[src/rtl/wb_arbiter_2m_if.sv]
// wb_arbiter_2m_if: bus bundle for the two-master Wishbone B3 arbiter.
//   wbs0_* / wbs1_* : local master ports (CPU = 0, DMA = 1)
//   wbm_*           : single Wishbone master port toward the bridge slave side
// Modports:
//   slave  : arbiter view (takes master requests, drives the bridge side)
//   master : environment view (drives masters and bridge responses)
interface wb_arbiter_2m_if;
  logic [31:0] wbs0_dat_i;
  logic [31:2] wbs0_adr_i;
  logic [3:0]  wbs0_sel_i;
  logic [1:0]  wbs0_bte_i;
  logic [2:0]  wbs0_cti_i;
  logic        wbs0_we_i;
  logic        wbs0_cyc_i;
  logic        wbs0_stb_i;
  logic [31:0] wbs0_dat_o;
  logic        wbs0_ack_o;
  logic        wbs0_err_o;

  logic [31:0] wbs1_dat_i;
  logic [31:2] wbs1_adr_i;
  logic [3:0]  wbs1_sel_i;
  logic [1:0]  wbs1_bte_i;
  logic [2:0]  wbs1_cti_i;
  logic        wbs1_we_i;
  logic        wbs1_cyc_i;
  logic        wbs1_stb_i;
  logic [31:0] wbs1_dat_o;
  logic        wbs1_ack_o;
  logic        wbs1_err_o;

  logic [31:0] wbm_dat_o;
  logic [31:2] wbm_adr_o;
  logic [3:0]  wbm_sel_o;
  logic [1:0]  wbm_bte_o;
  logic [2:0]  wbm_cti_o;
  logic        wbm_we_o;
  logic        wbm_cyc_o;
  logic        wbm_stb_o;
  logic [31:0] wbm_dat_i;
  logic        wbm_ack_i;

  modport slave (
    input  wbs0_dat_i, wbs0_adr_i, wbs0_sel_i, wbs0_bte_i, wbs0_cti_i,
           wbs0_we_i, wbs0_cyc_i, wbs0_stb_i,
    output wbs0_dat_o, wbs0_ack_o, wbs0_err_o,
    input  wbs1_dat_i, wbs1_adr_i, wbs1_sel_i, wbs1_bte_i, wbs1_cti_i,
           wbs1_we_i, wbs1_cyc_i, wbs1_stb_i,
    output wbs1_dat_o, wbs1_ack_o, wbs1_err_o,
    output wbm_dat_o, wbm_adr_o, wbm_sel_o, wbm_bte_o, wbm_cti_o,
           wbm_we_o, wbm_cyc_o, wbm_stb_o,
    input  wbm_dat_i, wbm_ack_i
  );

  modport master (
    output wbs0_dat_i, wbs0_adr_i, wbs0_sel_i, wbs0_bte_i, wbs0_cti_i,
           wbs0_we_i, wbs0_cyc_i, wbs0_stb_i,
    input  wbs0_dat_o, wbs0_ack_o, wbs0_err_o,
    output wbs1_dat_i, wbs1_adr_i, wbs1_sel_i, wbs1_bte_i, wbs1_cti_i,
           wbs1_we_i, wbs1_cyc_i, wbs1_stb_i,
    input  wbs1_dat_o, wbs1_ack_o, wbs1_err_o,
    input  wbm_dat_o, wbm_adr_o, wbm_sel_o, wbm_bte_o, wbm_cti_o,
           wbm_we_o, wbm_cyc_o, wbm_stb_o,
    output wbm_dat_i, wbm_ack_i
  );
endinterface

[src/rtl/wb_arbiter_2m.sv]
// wb_arbiter_2m: two-master Wishbone B3 burst arbiter feeding the bridge.
// Round-robin between master 0 and 1, grant held for the whole cyc so bursts
// pass unbroken, and a per-grant ack watchdog that returns err on a stall.
// Ports:
//   wb_clk   : clock
//   wb_rst_n : asynchronous active-low reset
//   bus      : wb_arbiter_2m_if.slave (both local masters + bridge-side master)
// Parameters:
//   timeout   : granted stb cycles without ack before err (2..65535)
//   cnt_width : watchdog counter width, must hold timeout-1
module wb_arbiter_2m #(
  parameter int unsigned timeout   = 1024,
  parameter int unsigned cnt_width = 16
) (
  input  logic            wb_clk,
  input  logic            wb_rst_n,
  wb_arbiter_2m_if.slave  bus
);

  localparam int unsigned CntW = cnt_width;

  // Elaboration-time guard: the watchdog can never saturate if timeout-1 fits.
  if (timeout < 2 || timeout > 65535 || CntW == 0 || CntW > 32 ||
      64'(timeout - 1) >= (64'd1 << CntW)) begin : g_param_check
    $error("wb_arbiter_2m: timeout out of range or cnt_width too narrow");
  end

  typedef enum logic [1:0] {
    IDLE = 2'd0,
    GNT0 = 2'd1,
    GNT1 = 2'd2
  } state_e;

  state_e          state_q, state_d;
  logic            ptr_q, ptr_d;   // 0: master 0 wins a tie, 1: master 1 wins
  logic [CntW-1:0] wd_q, wd_d;
  logic            gnt_stb;
  logic            stall;
  logic            wd_term;

  // State, priority pointer and watchdog registers.
  always_ff @(posedge wb_clk or negedge wb_rst_n) begin
    if (!wb_rst_n) begin
      state_q <= IDLE;
      ptr_q   <= 1'b0;
      wd_q    <= '0;
    end else begin
      state_q <= state_d;
      ptr_q   <= ptr_d;
      wd_q    <= wd_d;
    end
  end

  // Next-state: grant only changes when the owner drops cyc.
  always_comb begin
    state_d = state_q;
    ptr_d   = ptr_q;
    case (state_q)
      IDLE: begin
        if (bus.wbs0_cyc_i && bus.wbs1_cyc_i) begin
          state_d = ptr_q ? GNT1 : GNT0;
          ptr_d   = ~ptr_q;
        end else if (bus.wbs0_cyc_i) begin
          state_d = GNT0;
        end else if (bus.wbs1_cyc_i) begin
          state_d = GNT1;
        end
      end
      GNT0: begin
        if (!bus.wbs0_cyc_i) begin
          if (bus.wbs1_cyc_i) begin
            state_d = GNT1;
            ptr_d   = 1'b0;
          end else begin
            state_d = IDLE;
          end
        end
      end
      GNT1: begin
        if (!bus.wbs1_cyc_i) begin
          if (bus.wbs0_cyc_i) begin
            state_d = GNT0;
            ptr_d   = 1'b1;
          end else begin
            state_d = IDLE;
          end
        end
      end
      default: state_d = IDLE;
    endcase
  end

  // Watchdog: counts unacked granted strobes; terminal count fires err and rearms.
  always_comb begin
    gnt_stb = 1'b0;
    case (state_q)
      GNT0:    gnt_stb = bus.wbs0_stb_i;
      GNT1:    gnt_stb = bus.wbs1_stb_i;
      default: gnt_stb = 1'b0;
    endcase
    stall   = gnt_stb && !bus.wbm_ack_i;
    wd_term = stall && (wd_q == CntW'(timeout - 1));
    if ((state_d != state_q) || !stall || wd_term) begin
      wd_d = '0;
    end else begin
      wd_d = wd_q + CntW'(1);
    end
  end

  // Bus mux: the bridge sees only the granted master; responses go back to it alone.
  always_comb begin
    bus.wbm_dat_o  = '0;
    bus.wbm_adr_o  = '0;
    bus.wbm_sel_o  = '0;
    bus.wbm_bte_o  = 2'b00;
    bus.wbm_cti_o  = 3'b000;
    bus.wbm_we_o   = 1'b0;
    bus.wbm_cyc_o  = 1'b0;
    bus.wbm_stb_o  = 1'b0;
    bus.wbs0_ack_o = 1'b0;
    bus.wbs1_ack_o = 1'b0;
    bus.wbs0_err_o = 1'b0;
    bus.wbs1_err_o = 1'b0;
    bus.wbs0_dat_o = bus.wbm_dat_i;
    bus.wbs1_dat_o = bus.wbm_dat_i;
    case (state_q)
      GNT0: begin
        bus.wbm_dat_o  = bus.wbs0_dat_i;
        bus.wbm_adr_o  = bus.wbs0_adr_i;
        bus.wbm_sel_o  = bus.wbs0_sel_i;
        bus.wbm_bte_o  = bus.wbs0_bte_i;
        bus.wbm_cti_o  = bus.wbs0_cti_i;
        bus.wbm_we_o   = bus.wbs0_we_i;
        bus.wbm_cyc_o  = bus.wbs0_cyc_i;
        bus.wbm_stb_o  = bus.wbs0_stb_i;
        bus.wbs0_ack_o = bus.wbm_ack_i;
        bus.wbs0_err_o = wd_term;
      end
      GNT1: begin
        bus.wbm_dat_o  = bus.wbs1_dat_i;
        bus.wbm_adr_o  = bus.wbs1_adr_i;
        bus.wbm_sel_o  = bus.wbs1_sel_i;
        bus.wbm_bte_o  = bus.wbs1_bte_i;
        bus.wbm_cti_o  = bus.wbs1_cti_i;
        bus.wbm_we_o   = bus.wbs1_we_i;
        bus.wbm_cyc_o  = bus.wbs1_cyc_i;
        bus.wbm_stb_o  = bus.wbs1_stb_i;
        bus.wbs1_ack_o = bus.wbm_ack_i;
        bus.wbs1_err_o = wd_term;
      end
      default: ;
    endcase
  end

endmodule

[src/flat_wrapper.sv]
// flat-port wrapper written by rule: the top's interface ports become plain ports
module wb_arbiter_2m_flat 
#(
  parameter int unsigned timeout   = 1024,
  parameter int unsigned cnt_width = 16
)
  (wb_clk, wb_rst_n, bus_wbs0_dat_i, bus_wbs0_adr_i, bus_wbs0_sel_i, bus_wbs0_bte_i, bus_wbs0_cti_i, bus_wbs0_we_i, bus_wbs0_cyc_i, bus_wbs0_stb_i, bus_wbs0_dat_o, bus_wbs0_ack_o, bus_wbs0_err_o, bus_wbs1_dat_i, bus_wbs1_adr_i, bus_wbs1_sel_i, bus_wbs1_bte_i, bus_wbs1_cti_i, bus_wbs1_we_i, bus_wbs1_cyc_i, bus_wbs1_stb_i, bus_wbs1_dat_o, bus_wbs1_ack_o, bus_wbs1_err_o, bus_wbm_dat_o, bus_wbm_adr_o, bus_wbm_sel_o, bus_wbm_bte_o, bus_wbm_cti_o, bus_wbm_we_o, bus_wbm_cyc_o, bus_wbm_stb_o, bus_wbm_dat_i, bus_wbm_ack_i);
  wb_arbiter_2m_if bus_i ();
  input  logic wb_clk;
  input  logic wb_rst_n;
  input wire logic [$bits(bus_i.wbs0_dat_i)-1:0] bus_wbs0_dat_i;
  input wire logic [$bits(bus_i.wbs0_adr_i)-1:0] bus_wbs0_adr_i;
  input wire logic [$bits(bus_i.wbs0_sel_i)-1:0] bus_wbs0_sel_i;
  input wire logic [$bits(bus_i.wbs0_bte_i)-1:0] bus_wbs0_bte_i;
  input wire logic [$bits(bus_i.wbs0_cti_i)-1:0] bus_wbs0_cti_i;
  input wire logic [$bits(bus_i.wbs0_we_i)-1:0] bus_wbs0_we_i;
  input wire logic [$bits(bus_i.wbs0_cyc_i)-1:0] bus_wbs0_cyc_i;
  input wire logic [$bits(bus_i.wbs0_stb_i)-1:0] bus_wbs0_stb_i;
  output wire logic [$bits(bus_i.wbs0_dat_o)-1:0] bus_wbs0_dat_o;
  output wire logic [$bits(bus_i.wbs0_ack_o)-1:0] bus_wbs0_ack_o;
  output wire logic [$bits(bus_i.wbs0_err_o)-1:0] bus_wbs0_err_o;
  input wire logic [$bits(bus_i.wbs1_dat_i)-1:0] bus_wbs1_dat_i;
  input wire logic [$bits(bus_i.wbs1_adr_i)-1:0] bus_wbs1_adr_i;
  input wire logic [$bits(bus_i.wbs1_sel_i)-1:0] bus_wbs1_sel_i;
  input wire logic [$bits(bus_i.wbs1_bte_i)-1:0] bus_wbs1_bte_i;
  input wire logic [$bits(bus_i.wbs1_cti_i)-1:0] bus_wbs1_cti_i;
  input wire logic [$bits(bus_i.wbs1_we_i)-1:0] bus_wbs1_we_i;
  input wire logic [$bits(bus_i.wbs1_cyc_i)-1:0] bus_wbs1_cyc_i;
  input wire logic [$bits(bus_i.wbs1_stb_i)-1:0] bus_wbs1_stb_i;
  output wire logic [$bits(bus_i.wbs1_dat_o)-1:0] bus_wbs1_dat_o;
  output wire logic [$bits(bus_i.wbs1_ack_o)-1:0] bus_wbs1_ack_o;
  output wire logic [$bits(bus_i.wbs1_err_o)-1:0] bus_wbs1_err_o;
  output wire logic [$bits(bus_i.wbm_dat_o)-1:0] bus_wbm_dat_o;
  output wire logic [$bits(bus_i.wbm_adr_o)-1:0] bus_wbm_adr_o;
  output wire logic [$bits(bus_i.wbm_sel_o)-1:0] bus_wbm_sel_o;
  output wire logic [$bits(bus_i.wbm_bte_o)-1:0] bus_wbm_bte_o;
  output wire logic [$bits(bus_i.wbm_cti_o)-1:0] bus_wbm_cti_o;
  output wire logic [$bits(bus_i.wbm_we_o)-1:0] bus_wbm_we_o;
  output wire logic [$bits(bus_i.wbm_cyc_o)-1:0] bus_wbm_cyc_o;
  output wire logic [$bits(bus_i.wbm_stb_o)-1:0] bus_wbm_stb_o;
  input wire logic [$bits(bus_i.wbm_dat_i)-1:0] bus_wbm_dat_i;
  input wire logic [$bits(bus_i.wbm_ack_i)-1:0] bus_wbm_ack_i;
  assign bus_i.wbs0_dat_i = bus_wbs0_dat_i;
  assign bus_i.wbs0_adr_i = bus_wbs0_adr_i;
  assign bus_i.wbs0_sel_i = bus_wbs0_sel_i;
  assign bus_i.wbs0_bte_i = bus_wbs0_bte_i;
  assign bus_i.wbs0_cti_i = bus_wbs0_cti_i;
  assign bus_i.wbs0_we_i = bus_wbs0_we_i;
  assign bus_i.wbs0_cyc_i = bus_wbs0_cyc_i;
  assign bus_i.wbs0_stb_i = bus_wbs0_stb_i;
  assign bus_wbs0_dat_o = bus_i.wbs0_dat_o;
  assign bus_wbs0_ack_o = bus_i.wbs0_ack_o;
  assign bus_wbs0_err_o = bus_i.wbs0_err_o;
  assign bus_i.wbs1_dat_i = bus_wbs1_dat_i;
  assign bus_i.wbs1_adr_i = bus_wbs1_adr_i;
  assign bus_i.wbs1_sel_i = bus_wbs1_sel_i;
  assign bus_i.wbs1_bte_i = bus_wbs1_bte_i;
  assign bus_i.wbs1_cti_i = bus_wbs1_cti_i;
  assign bus_i.wbs1_we_i = bus_wbs1_we_i;
  assign bus_i.wbs1_cyc_i = bus_wbs1_cyc_i;
  assign bus_i.wbs1_stb_i = bus_wbs1_stb_i;
  assign bus_wbs1_dat_o = bus_i.wbs1_dat_o;
  assign bus_wbs1_ack_o = bus_i.wbs1_ack_o;
  assign bus_wbs1_err_o = bus_i.wbs1_err_o;
  assign bus_wbm_dat_o = bus_i.wbm_dat_o;
  assign bus_wbm_adr_o = bus_i.wbm_adr_o;
  assign bus_wbm_sel_o = bus_i.wbm_sel_o;
  assign bus_wbm_bte_o = bus_i.wbm_bte_o;
  assign bus_wbm_cti_o = bus_i.wbm_cti_o;
  assign bus_wbm_we_o = bus_i.wbm_we_o;
  assign bus_wbm_cyc_o = bus_i.wbm_cyc_o;
  assign bus_wbm_stb_o = bus_i.wbm_stb_o;
  assign bus_i.wbm_dat_i = bus_wbm_dat_i;
  assign bus_i.wbm_ack_i = bus_wbm_ack_i;
  wb_arbiter_2m #(.timeout(timeout), .cnt_width(cnt_width)) u_core (.wb_clk(wb_clk), .wb_rst_n(wb_rst_n), .bus(bus_i));
endmodule
[config.mk]
export PLATFORM = sky130hd
export DESIGN_NAME = wb_arbiter_2m_flat
export DESIGN_NICKNAME = d
export VERILOG_FILES = /design/src/rtl/wb_arbiter_2m_if.sv /design/src/rtl/wb_arbiter_2m.sv /design/src/flat_wrapper.sv
export SDC_FILE = /design/constraint.sdc
export NUM_CORES = 1
export LEC_CHECK = 0
export ABC_AREA = 1
export BUFFER_PORTS_ARGS = -buffer_cell sky130_fd_sc_hd__clkbuf_2
export CAP_MARGIN = 15
export CELL_PAD_IN_SITES_DETAIL_PLACEMENT = 2
export CELL_PAD_IN_SITES_GLOBAL_PLACEMENT = 2
export CORE_ASPECT_RATIO = 1.2
export CORE_MARGIN = 1.5
export CORE_UTILIZATION = 15
export DETAILED_ROUTE_END_ITERATION = 7
export PLACE_DENSITY = 0.87
export SLEW_MARGIN = 20
export SYNTH_ARGS = -nofsm -noshare
export SYNTH_HDL_FRONTEND = slang
export SYNTH_SLANG_ARGS = --single-unit
[constraint.sdc]
create_clock -name wb_clk -period 3.6 [get_ports wb_clk]
set_clock_uncertainty 0.15 [all_clocks]
set_input_delay 0.54 -clock wb_clk [delete_from_list [all_inputs] [get_ports wb_clk]]
set_output_delay 0.54 -clock wb_clk [all_outputs]
set_load 0.02 [all_outputs]
==> flow_summary.toml, run 1 <==
[clocking]
cts_root_buf = "clkbuf_16"
cts_tree = "done"
holdBufCountCts = 0
clk-insertion-delay-late_ns = 0.26
clock_path_buffers = 2
cts.clk_slew.worst_paths_ns = 0.06
cts_resized = 0
htreeDepth = 1
clock_sinks = 19
postCtsSetupRepairBufs = 0
cts_buffers = 3

[synth]
syn_avg_cell_area_um2 = 5.85
synth_area_leaders = "nand2_1 (25%), buf_4 (17%), dfrtp_1 (17%)"
synthAdderAreaFrac = 0.0268
syn_nets = 668
yosys.area_share.simple = 0.371
seq_area_frac_synth = 0.170
yosysTopAreaCellShare = 0.250
synth_cells = 479
yosys.area.top_type = "nand2_1"
synth_cell_type_count = 28
synth-seq-cells = 19
syn_area_um2 = 2800
synth-xor-area-share = 0.0344
synth_mux_area_frac = 0
synth_top_family_by_area = "simple AND/OR/NAND/NOR gates"
yosysWarnings = 0
synth_compound_area_frac = 0.152

[drt]
drtIter0Drc = 100
first_pass_iters = 4
wire_per_inst_um = 16.2
via_per_inst = 4.27
vias = 3638
drc = 0
wirelength_mm = 13.8
antenna_left = 0

[layout]
drive_gt1_frac = 0.415
syn2layout_area_growth_pct = 35.1
nNetsFinal = 816

[sta]
finalMaxSlewViolations = 0
finalWorstSetupSlack_ns = 0.555
tns_ns = 0
rsz0062_at_grt = "no"
slew_headroom = 0.652
hold_viol = 0
max_freq_mhz = 328
worst_pin_slew_ns = 0.518
period_share = 0.846
setup_violations = 0
finalCriticalPeriod_ns = 3.05

[pwr]
powerDensity_nw_per_um2 = 645
leakagePower_nw = 1.87
ir_worst_vdd_uv = 258

[global_route]
first_global_vias = 3871
grt_pass1_wl_mm = 21.4
grt_usage = 0.138
overflow = 0
antenna_found_initial = 1
grt_max_degree = 37

[place]
place_ws_ns = 0.686
routabilityCongestion = 0.832
dp_hpwl_mm = 11.5
place.port_buffers = 228

[die]
core_um2 = 18200
ios = 325
die_h_um = 153
dieArea_um2 = 19500
rows = 54
initial_core_util = 0.154
die_w_um = 128

[run_status]
status = "completed"

[worst_hold_path]
hold_path_class = "in -> async"

[critical_path]
required_ns = 2.91
cp_cell_sequence = "inv_1, ha_2, buf_12, buf_4, nand2_1, a21oi_1, clkbuf_2"
cp_top_family = "buffers and inverters"
critPathMaxStageDelay_ns = 0.51
cp_num_buf_inv = 4
path_class = "reg -> out"
cpMaxStageDelayCell = "ha_2"
end_kind = "output port"
cp-start-kind = "flop"
path_max_fanout = 36
critPathArrivalTime_ns = 2.36

[flow_run]
cap_violations = 0
==> power by group <==
| group | switching [mW] | total (mW) | internal, mW | leakage [nW] |
|---|---|---|---|---|
| logic | 1.39 | 1.95 | 0.554 | 1.57 |
| registers | 0.0248 | 0.256 | 0.231 | 0.261 |
| clock network | 0.0910 | 0.240 | 0.149 | 0.0409 |
==> Yosys cell counts <==
master and number:
nor3_1 7, nand3_1 12, o21ai_0 4, dfrtp_1 19, inv_1 22, nor2_1 16
nand2_2 1, xnor2_1 4, nand3b_1 2, nand3_2 1, buf_6 1, nor3_2 12
buf_2 1, buf_4 65, a21oi_2 1, o211ai_1 1, clkbuf_1 19, a21oi_1 77
inv_2 3, buf_1 5, ha_1 6, o21ai_1 1, xor2_1 7, nor3b_1 1
nor2_2 1, and2_1 1, nand4_1 2, nand2_1 187
==> sequential cells by signal, indices dropped and copies added, names as in the netlist <==
name            flops
u_core.ptr_q        1
u_core.wd_q        16
u_core.state_q      2
==> placed cells by master (no fill, tap or decap), drive strengths merged <==
cell type  Yosys  layout
clkbuf        19     231
and2           1       1
dfrtp         19      19
buf           72       6
nor3          19      19
xnor2          4       4
inv           25      25
nand3         13      13
clkinv         0       1
xor2           7       7
o211ai         1       1
a21oi         78      78
o21ai          5       5
nand2        188     188
nor3b          1       1
nand4          2       2
ha             6       6
nand3b         2       2
diode          0       1
nor2          17      17
==> per-stage QoR <==
step	cell area, um^2	hold slack, ns	instances	utilization	power (mW)
after floorplan	2800	0.0944	479	-	1.61
final	3790	0.0870	851	0.208	2.44
after CTS	3780	0.116	850	0.207	2.50
after global placement	3700	0.323	846	0.203	2.21
after detailed placement	3700	0.351	846	0.203	2.26
after global routing	3780	0.122	850	0.207	2.67
==> worst register-to-register path, cell delays in order, from the launching register on <==
cell and delay, ns:
dfrtp_1 0.46, inv_1 0.13, ha_2 0.51, buf_12 0.26, nand2_1 0.13, nand2_1 0.13
a21oi_1 0.08, nand2_1 0.10, nand2_1 0.08, nand2_1 0.09, nand3_2 0.41, nor3_1 0.30
==> cell families after synthesis <==
group,count (synthesis)
flip-flops,19
AND/OR/NAND/NOR,243
buffers and inverters,116
AO/OA/AOI/OAI,84
adder cells (fa/ha/maj),6
XOR/XNOR,11
==> final cells by class <==
type,instances,area (um^2)
clock buffer,3,75.1
inverter,25,93.8
clock inverter,1,5.00
tap,224,280
timing repair buffer,234,1210
multi-input combinational,344,1640
sequential,19,475
fill,2329,14500
antenna,1,2.50
==> metal layers <==
metal | track usage | vias to the layer above | routed length, um
li1 | - | 1748 | -
met1 | 0.163 | 1716 | 5740
met2 | 0.253 | 156 | 7030
met3 | 0.0348 | 18 | 881
met4 | 0.0241 | 0 | 126
met5 | 0 | - | 0
==> path summary, 6_finish.rpt <==
| check | startpoint | end | slack [ns] | cells after the start |
|---|---|---|---|---|
| setup / recovery | u_core.state_q[0]$_DFF_PN0_ | bus_wbm_dat_o[28] | 0.55 | 7 |
| hold / removal | wb_rst_n | u_core.wd_q[12]$_DFF_PN0_ | 0.09 | 1 |
| setup reg to reg | u_core.state_q[0]$_DFF_PN0_ | u_core.wd_q[15]$_DFF_PN0_ | 0.69 | 11 |
| hold reg to reg | u_core.wd_q[0]$_DFF_PN0_ | u_core.wd_q[0]$_DFF_PN0_ | 0.34 | 1 |
| max in group asynchronous | wb_rst_n | u_core.wd_q[10]$_DFF_PN0_ | 2.86 | 1 |
| min in group wb_clk | u_core.wd_q[0]$_DFF_PN0_ | u_core.wd_q[0]$_DFF_PN0_ | 0.34 | 1 |
No activity file was read; power rests on OpenSTA's default activity.
==> inputs of run 2 (changes only) <==
--- a/config.mk
+++ b/config.mk
@@ -12,9 +12,9 @@
 export CELL_PAD_IN_SITES_GLOBAL_PLACEMENT = 2
 export CORE_ASPECT_RATIO = 1.2
 export CORE_MARGIN = 1.5
-export CORE_UTILIZATION = 15
+export CORE_UTILIZATION = 14
 export DETAILED_ROUTE_END_ITERATION = 7
-export PLACE_DENSITY = 0.87
+export PLACE_DENSITY = 0.82
 export SLEW_MARGIN = 20
 export SYNTH_ARGS = -nofsm -noshare
 export SYNTH_HDL_FRONTEND = slang
==> constraint.sdc (replaced) <==
create_clock -name wb_clk -period 3 [get_ports wb_clk]
set_clock_uncertainty 0.15 [all_clocks]
set_input_delay 0.45 -clock wb_clk [delete_from_list [all_inputs] [get_ports wb_clk]]
set_output_delay 0.45 -clock wb_clk [all_outputs]
set_load 0.02 [all_outputs]
==> run 2 against run 1 <==
- first-iteration DRC count is 13% lower
- non-clock buffer count is 3 higher
- routed wire length is 4.2% lower
- clock-buffer cell count stayed put
- final area is 2.3% higher
- total power is 22% higher
- worst hold slack worse by 0.082 ns
- cell count is 4.6% higher
- combinational power is 22% higher
- sequential share of layout area is 0.29 points lower
- utilization is 1.0 points lower
- die area is 7.0% higher
==> flow_summary.toml, run 2 (synthesis gave the netlist of run 1 again) <==
[layout]
nNetsFinal = 819
top_register = "u_core.wd_q"
drive_gt1_frac = 0.418
largest_reg_flops = 16
final_core_util = 0.198
antenna_cells = 0
reg_top3 = "u_core.wd_q x16, u_core.state_q x2, u_core.ptr_q x1"
syn2layout_area_growth_pct = 38.3
final_common_cell = "clkbuf_2"
layout_common_cells = "clkbuf_2 (228), nand2_1 (187), a21oi_1 (77), inv_1 (21), dfrtp_1 (19)"

[drt]
wirelength_mm = 13.2
vias = 3585
wire_per_inst_um = 14.8
antenna_left = 0
first_pass_iters = 4
drc = 0
drtIter0Drc = 87
via_per_inst = 4.03

[global_route]
overflow = 0
grt_usage = 0.119
first_global_vias = 3792
grt_max_degree = 47
grt_pass1_wl_mm = 19.9
antenna_found_initial = 0

[critical_path]
required_ns = 2.40
path_class = "reg -> out"
critPathMaxStageDelay_ns = 0.46
end_kind = "output port"
cp_top_family = "simple AND/OR/NAND/NOR gates"
cp-start-kind = "flop"
cpMaxStageDelayCell = "dfrtp_1"
cp_common_cell = "nand3b_1"
critPathArrivalTime_ns = 2.20
r2r_end = "u_core.wd_q[15]$_DFF_PN0_"
r2r-start = "u_core.state_q[1]$_DFF_PN0_"
reg2reg_slack_ns = 0.56
path_max_fanout = 12
cp_cell_sequence = "inv_1, ha_4, inv_2, o21ai_1, nand3b_1, nand3b_1, nor2_1, clkbuf_2"
cp_num_buf_inv = 3
reg2reg_depth = 11

[die]
die_w_um = 132
initial_core_util = 0.143
ios = 325
dieArea_um2 = 20900
core_um2 = 19600
rows = 56
die_h_um = 158

[sta]
worst_pin_slew_ns = 0.527
finalMaxSlewViolations = 0
setup_violations = 0
tns_ns = 0
period_share = 0.933
max_freq_mhz = 357
rsz0062_at_grt = "no"
hold_viol = 0
slew_headroom = 0.646
finalCriticalPeriod_ns = 2.80

[clocking]
cts_buffers = 3
holdBufCountCts = 0
clock_sinks = 19
cts_root_buf = "clkbuf_16"
htreeDepth = 1
clock_path_buffers = 2
cts.clk_slew.worst_paths_ns = 0.06
cts_tree = "done"
clk-insertion-delay-late_ns = 0.25
postCtsSetupRepairBufs = 0

[place]
routabilityCongestion = 0.762
dp_hpwl_mm = 10.9
place.port_buffers = 228

[run_status]
status = "completed"

[pwr]
power_mw = 2.97
leakagePower_nw = 1.89
ir_worst_vdd_uv = 246
powerDensity_nw_per_um2 = 767

[flow_run]
cap_violations = 0

[worst_hold_path]
hold_path_class = "in -> async"
-- run 2: cell count changes in the layout (fill, tap and decap cells not counted), sizes merged --
cell   before  now
buf         6    9
diode       1    0
-- run 2: worst register-to-register path: stages, from the launching register on --
cell	delay (ns)
dfrtp_1	0.46
inv_1	0.18
ha_2	0.23
buf_4	0.27
nand2_1	0.11
nand2_1	0.08
nand2_1	0.05
nand3_1	0.11
nand2_1	0.07
nand2_1	0.07
nand2_2	0.28
nor3_1	0.28
-- run 2: cell type report --
| class | count | area [um^2] |
|---|---|---|
| Timing Repair Buffer | 237 | 1250 |
| Sequential cell | 19 | 475 |
| Inverter | 25 | 93.8 |
| Tap cell | 261 | 327 |
| Fill cell | 2477 | 15700 |
| Multi-Input combinational cell | 344 | 1650 |
| Clock buffer | 3 | 75.1 |
| Clock inverter | 1 | 5.00 |
-- run 2: power breakdown --
group / internal, mW / switching, mW / total [mW]
clock network: 0.179 / 0.105 / 0.284
registers: 0.277 / 0.0308 / 0.308
logic: 0.716 / 1.67 / 2.38
-- run 2: stage by stage --
stage	std cells	hold WS, ns	area (um^2)	setup WS (ns)
floorplan	479	0.00441	2800	0.626
global placement	886	0.288	3790	0.436
detailed placement	886	0.306	3790	0.393
CTS	890	0.0266	3870	0.104
global route	890	0.0458	3880	0.0604
finish	890	0.00484	3880	0.200
-- run 2: metal layers --
metal  routed length, um  vias up  track usage
met4                  24        0      0.00847
met3                1290        4       0.0362
met5                   0        -            0
met1                5070     1671        0.141
met2                6820      156        0.221
li1                    -     1754            -
-- run 2: what timing repair did --
item,4_1_cts,5_1_grt
resized for setup,0,1
endpoints found under the setup margin,0,2
hold endpoints to repair,0,0
-- run 2: how the worst max path moves through the flow --
stage | depth (start not counted) | to | start
detailed placement | 8 | bus_wbs0_err_o | u_core.state_q[0]$_DFF_PN0_
finish | 8 | bus_wbs1_err_o | u_core.state_q[0]$_DFF_PN0_
global route | 8 | bus_wbs0_err_o | u_core.state_q[0]$_DFF_PN0_
floorplan | 6 | bus_wbm_adr_o[0] | u_core.state_q[0]$_DFF_PN0_
global placement | 8 | bus_wbs1_err_o | u_core.state_q[0]$_DFF_PN0_
CTS | 8 | bus_wbs0_err_o | u_core.state_q[0]$_DFF_PN0_
==> inputs of run 3 (changes only) <==
--- a/config.mk
+++ b/config.mk
@@ -5,7 +5,7 @@
 export SDC_FILE = /design/constraint.sdc
 export NUM_CORES = 1
 export LEC_CHECK = 0
-export ABC_AREA = 1
+export ABC_AREA = 0
 export BUFFER_PORTS_ARGS = -buffer_cell sky130_fd_sc_hd__clkbuf_2
 export CAP_MARGIN = 15
 export CELL_PAD_IN_SITES_DETAIL_PLACEMENT = 2
@@ -14,7 +14,7 @@
 export CORE_MARGIN = 1.5
 export CORE_UTILIZATION = 14
 export DETAILED_ROUTE_END_ITERATION = 7
-export PLACE_DENSITY = 0.82
+export PLACE_DENSITY = 0.81
 export SLEW_MARGIN = 20
 export SYNTH_ARGS = -nofsm -noshare
 export SYNTH_HDL_FRONTEND = slang
==> run 3 against run 2 <==
- clock-buffer cell count increased by 1
- flip-flop and latch count did not move
- utilization increased by 0.68 points
- worst hold slack worse by 0.0042 ns
- first-iteration DRC count up 10%
- final area down 10%
- cell count is 25% lower
- register-to-register slack lost 0.03 ns
- clock power decreased by 1%
- setup slack got worse by 0.029 ns
- sequential share of layout area increased by 1.4 points
- synthesized cell count fell by 39%
==> flow_summary.toml, run 3 <==
[run_status]
status = "completed"

[drt]
vias = 2946
wire_per_inst_um = 22.4
first_pass_iters = 4
wirelength_mm = 14.9
via_per_inst = 4.41
drtIter0Drc = 96
antenna_left = 0
drc = 0

[sta]
tns_ns = 0
finalCriticalPeriod_ns = 2.83
rsz0062_at_grt = "no"
hold_viol = 0
slew_headroom = 0.469
finalMaxSlewViolations = 0
worst_pin_slew_ns = 0.795
setup_violations = 0
period_share = 0.943
max_freq_mhz = 354

[synth]
yosysMostFrequentCell = "a22o_1"
synth_cells = 293
synth-edff-count = 0
synth_cell_type_count = 41
yosysTopAreaCellShare = 0.268
syn_avg_cell_area_um2 = 8.38
synthFlopType = "dfrtp_1"
synth_area_leaders = "a22o_1 (27%), buf_4 (20%), dfrtp_1 (19%)"
syn_nets = 482
synth_common_cells = "a22o_1 (75), buf_4 (64), dfrtp_1 (19)"
yosys.area.top_type = "a22o_1"
synthArstFlopShare = 1.00
yosysWarnings = 0
syn_area_um2 = 2450
seq_area_frac_synth = 0.194
synth-seq-cells = 19

[place]
dp_hpwl_mm = 13.1
routabilityCongestion = 0.811
place.port_buffers = 228
dp.cells = 662

[pwr]
p_sw_mw = 1.35
p_int_mw = 1.22
leakagePower_nw = 1.84
ir_worst_vdd_uv = 208
powerDensity_nw_per_um2 = 740
swShare = 0.525
power_mw = 2.58
p_clk_frac = 0.109
pwr-share-comb = 0.771
seqPwrFrac = 0.120

[layout]
syn2layout_area_growth_pct = 41.9
final_core_util = 0.204
top_register = "u_core.wd_q"
fill_cells = 2066
reg_top3 = "u_core.wd_q x16, u_core.state_q x2, u_core.ptr_q x1"
instances_no_fill = 668
largest_reg_flops = 16
nNetsFinal = 640
layout_common_cells = "clkbuf_2 (228), a22o_1 (75), dfrtp_1 (18), nor2_1 (16), nand2_1 (10)"
final_common_cell = "clkbuf_2"
drive_gt1_frac = 0.551

[clocking]
htreeDepth = 1
cts.clk_slew.worst_paths_ns = 0.06
clk-insertion-delay-late_ns = 0.25
cts_resized = 0
cts_tree = "done"
clock_sinks = 19
clock_path_buffers = 2
postCtsSetupRepairBufs = 0
holdBufCountCts = 0
cts_root_buf = "clkbuf_16"
cts_buffers = 3

[die]
die_h_um = 148
initial_core_util = 0.144
rows = 52
core_um2 = 17000
dieArea_um2 = 18300
die_w_um = 124
ios = 325

[critical_path]
crit_path_start = "u_core.state_q[1]$_DFF_PN0_"
critPathArrivalTime_ns = 2.23
end_kind = "output port"
r2r-start = "u_core.state_q[1]$_DFF_PN0_"
path_max_fanout = 53
cp-start-kind = "flop"
path_class = "reg -> out"
required_ns = 2.40

[global_route]
antenna_found_initial = 4
overflow = 0
grt_max_degree = 54
first_global_vias = 3200
grt_usage = 0.158
grt_pass1_wl_mm = 21.0

[worst_hold_path]
hold_path_class = "in -> async"

[flow_run]
cap_violations = 0
[run 3: changes by cell type in the layout (fill, tap and decap cells not counted), sizes merged, moves of 4 or more]
cell / previous run / this run
nand2b: 0 / 5
nand3: 13 / 6
a21oi: 78 / 4
and2: 1 / 6
nand2: 188 / 10
nor3: 19 / 9
inv: 25 / 6
a22o: 0 / 75
and3: 0 / 4
[run 3: cell families (layout without fill, tap and decap cells)]
group,Yosys count,in the layout,synth area share
simple gates,67,67,0.144
fa+ha+maj,6,6,0.0306
xor+xnor,14,14,0.0500
mux,1,1,0.00459
other cells,0,2,0
compound gates,95,95,0.335
buf+inv,91,248,0.242
flops,19,19,0.194
[run 3: final timing paths]
| check | to | slack [ns] | cells past startpoint |
|---|---|---|---|
| max in group asynchronous | u_core.state_q[0]$_DFF_PN0_ | 2.33 | 1 |
| min reg2reg | u_core.wd_q[0]$_DFF_PN0_ | 0.35 | 1 |
| min | u_core.wd_q[15]$_DFF_PN0_ | 0.0007 | 1 |
| min in group wb_clk | u_core.wd_q[0]$_DFF_PN0_ | 0.35 | 1 |
| max reg2reg | u_core.wd_q[7]$_DFF_PN0_ | 0.53 | 7 |
| max | bus_wbm_dat_o[15] | 0.17 | 6 |
[run 3: cell type report]
type	count	area, um^2	area share
flip-flops and latches	19	477	0.137
diodes	2	5.00	0.00144
multi-input cells	183	1390	0.399
inverters	6	22.5	0.00646
clock buffers	4	78.8	0.0226
repair buffers	238	1240	0.356
well taps	216	270	0.0776
[run 3: worst max-delay path, cell delays in order (launching register included)]
cell and delay (ns):
dfrtp_1 0.41, inv_1 0.17, ha_1 0.42, and2_4 0.28
buf_12 0.25, a22o_1 0.21, clkbuf_2 0.19
[run 3: routing by layer]
metal	GRT usage	vias up	share of wire
met5	0	-	0.0015
met4	0.0195	4	0.0074
met3	0.0924	13	0.14
met2	0.233	185	0.43
met1	0.203	1417	0.43
li1	-	1327	-
[run 3: power groups by stage]
stage / combinational (mW) / sequential (mW) / clock [mW]
floorplan: 1.37 / 0.303 / 0
global placement: 1.97 / 0.311 / 0
global route: 2.13 / 0.313 / 0.296
detailed placement: 1.99 / 0.313 / 0
CTS: 2.00 / 0.308 / 0.287
finish: 1.99 / 0.311 / 0.280
[run 3: metrics by stage]
| stage | setup slack [ns] | hold WS, ns | cell area (um^2) |
|---|---|---|---|
| after global routing | 0.0278 | 0.0372 | 3480 |
| after CTS | 0.00354 | 0.0189 | 3480 |
| final | 0.171 | 0.000657 | 3480 |
| after floorplan | 0.535 | 0.00441 | 2450 |
| after global placement | 0.323 | 0.287 | 3400 |
| after detailed placement | 0.283 | 0.292 | 3400 |
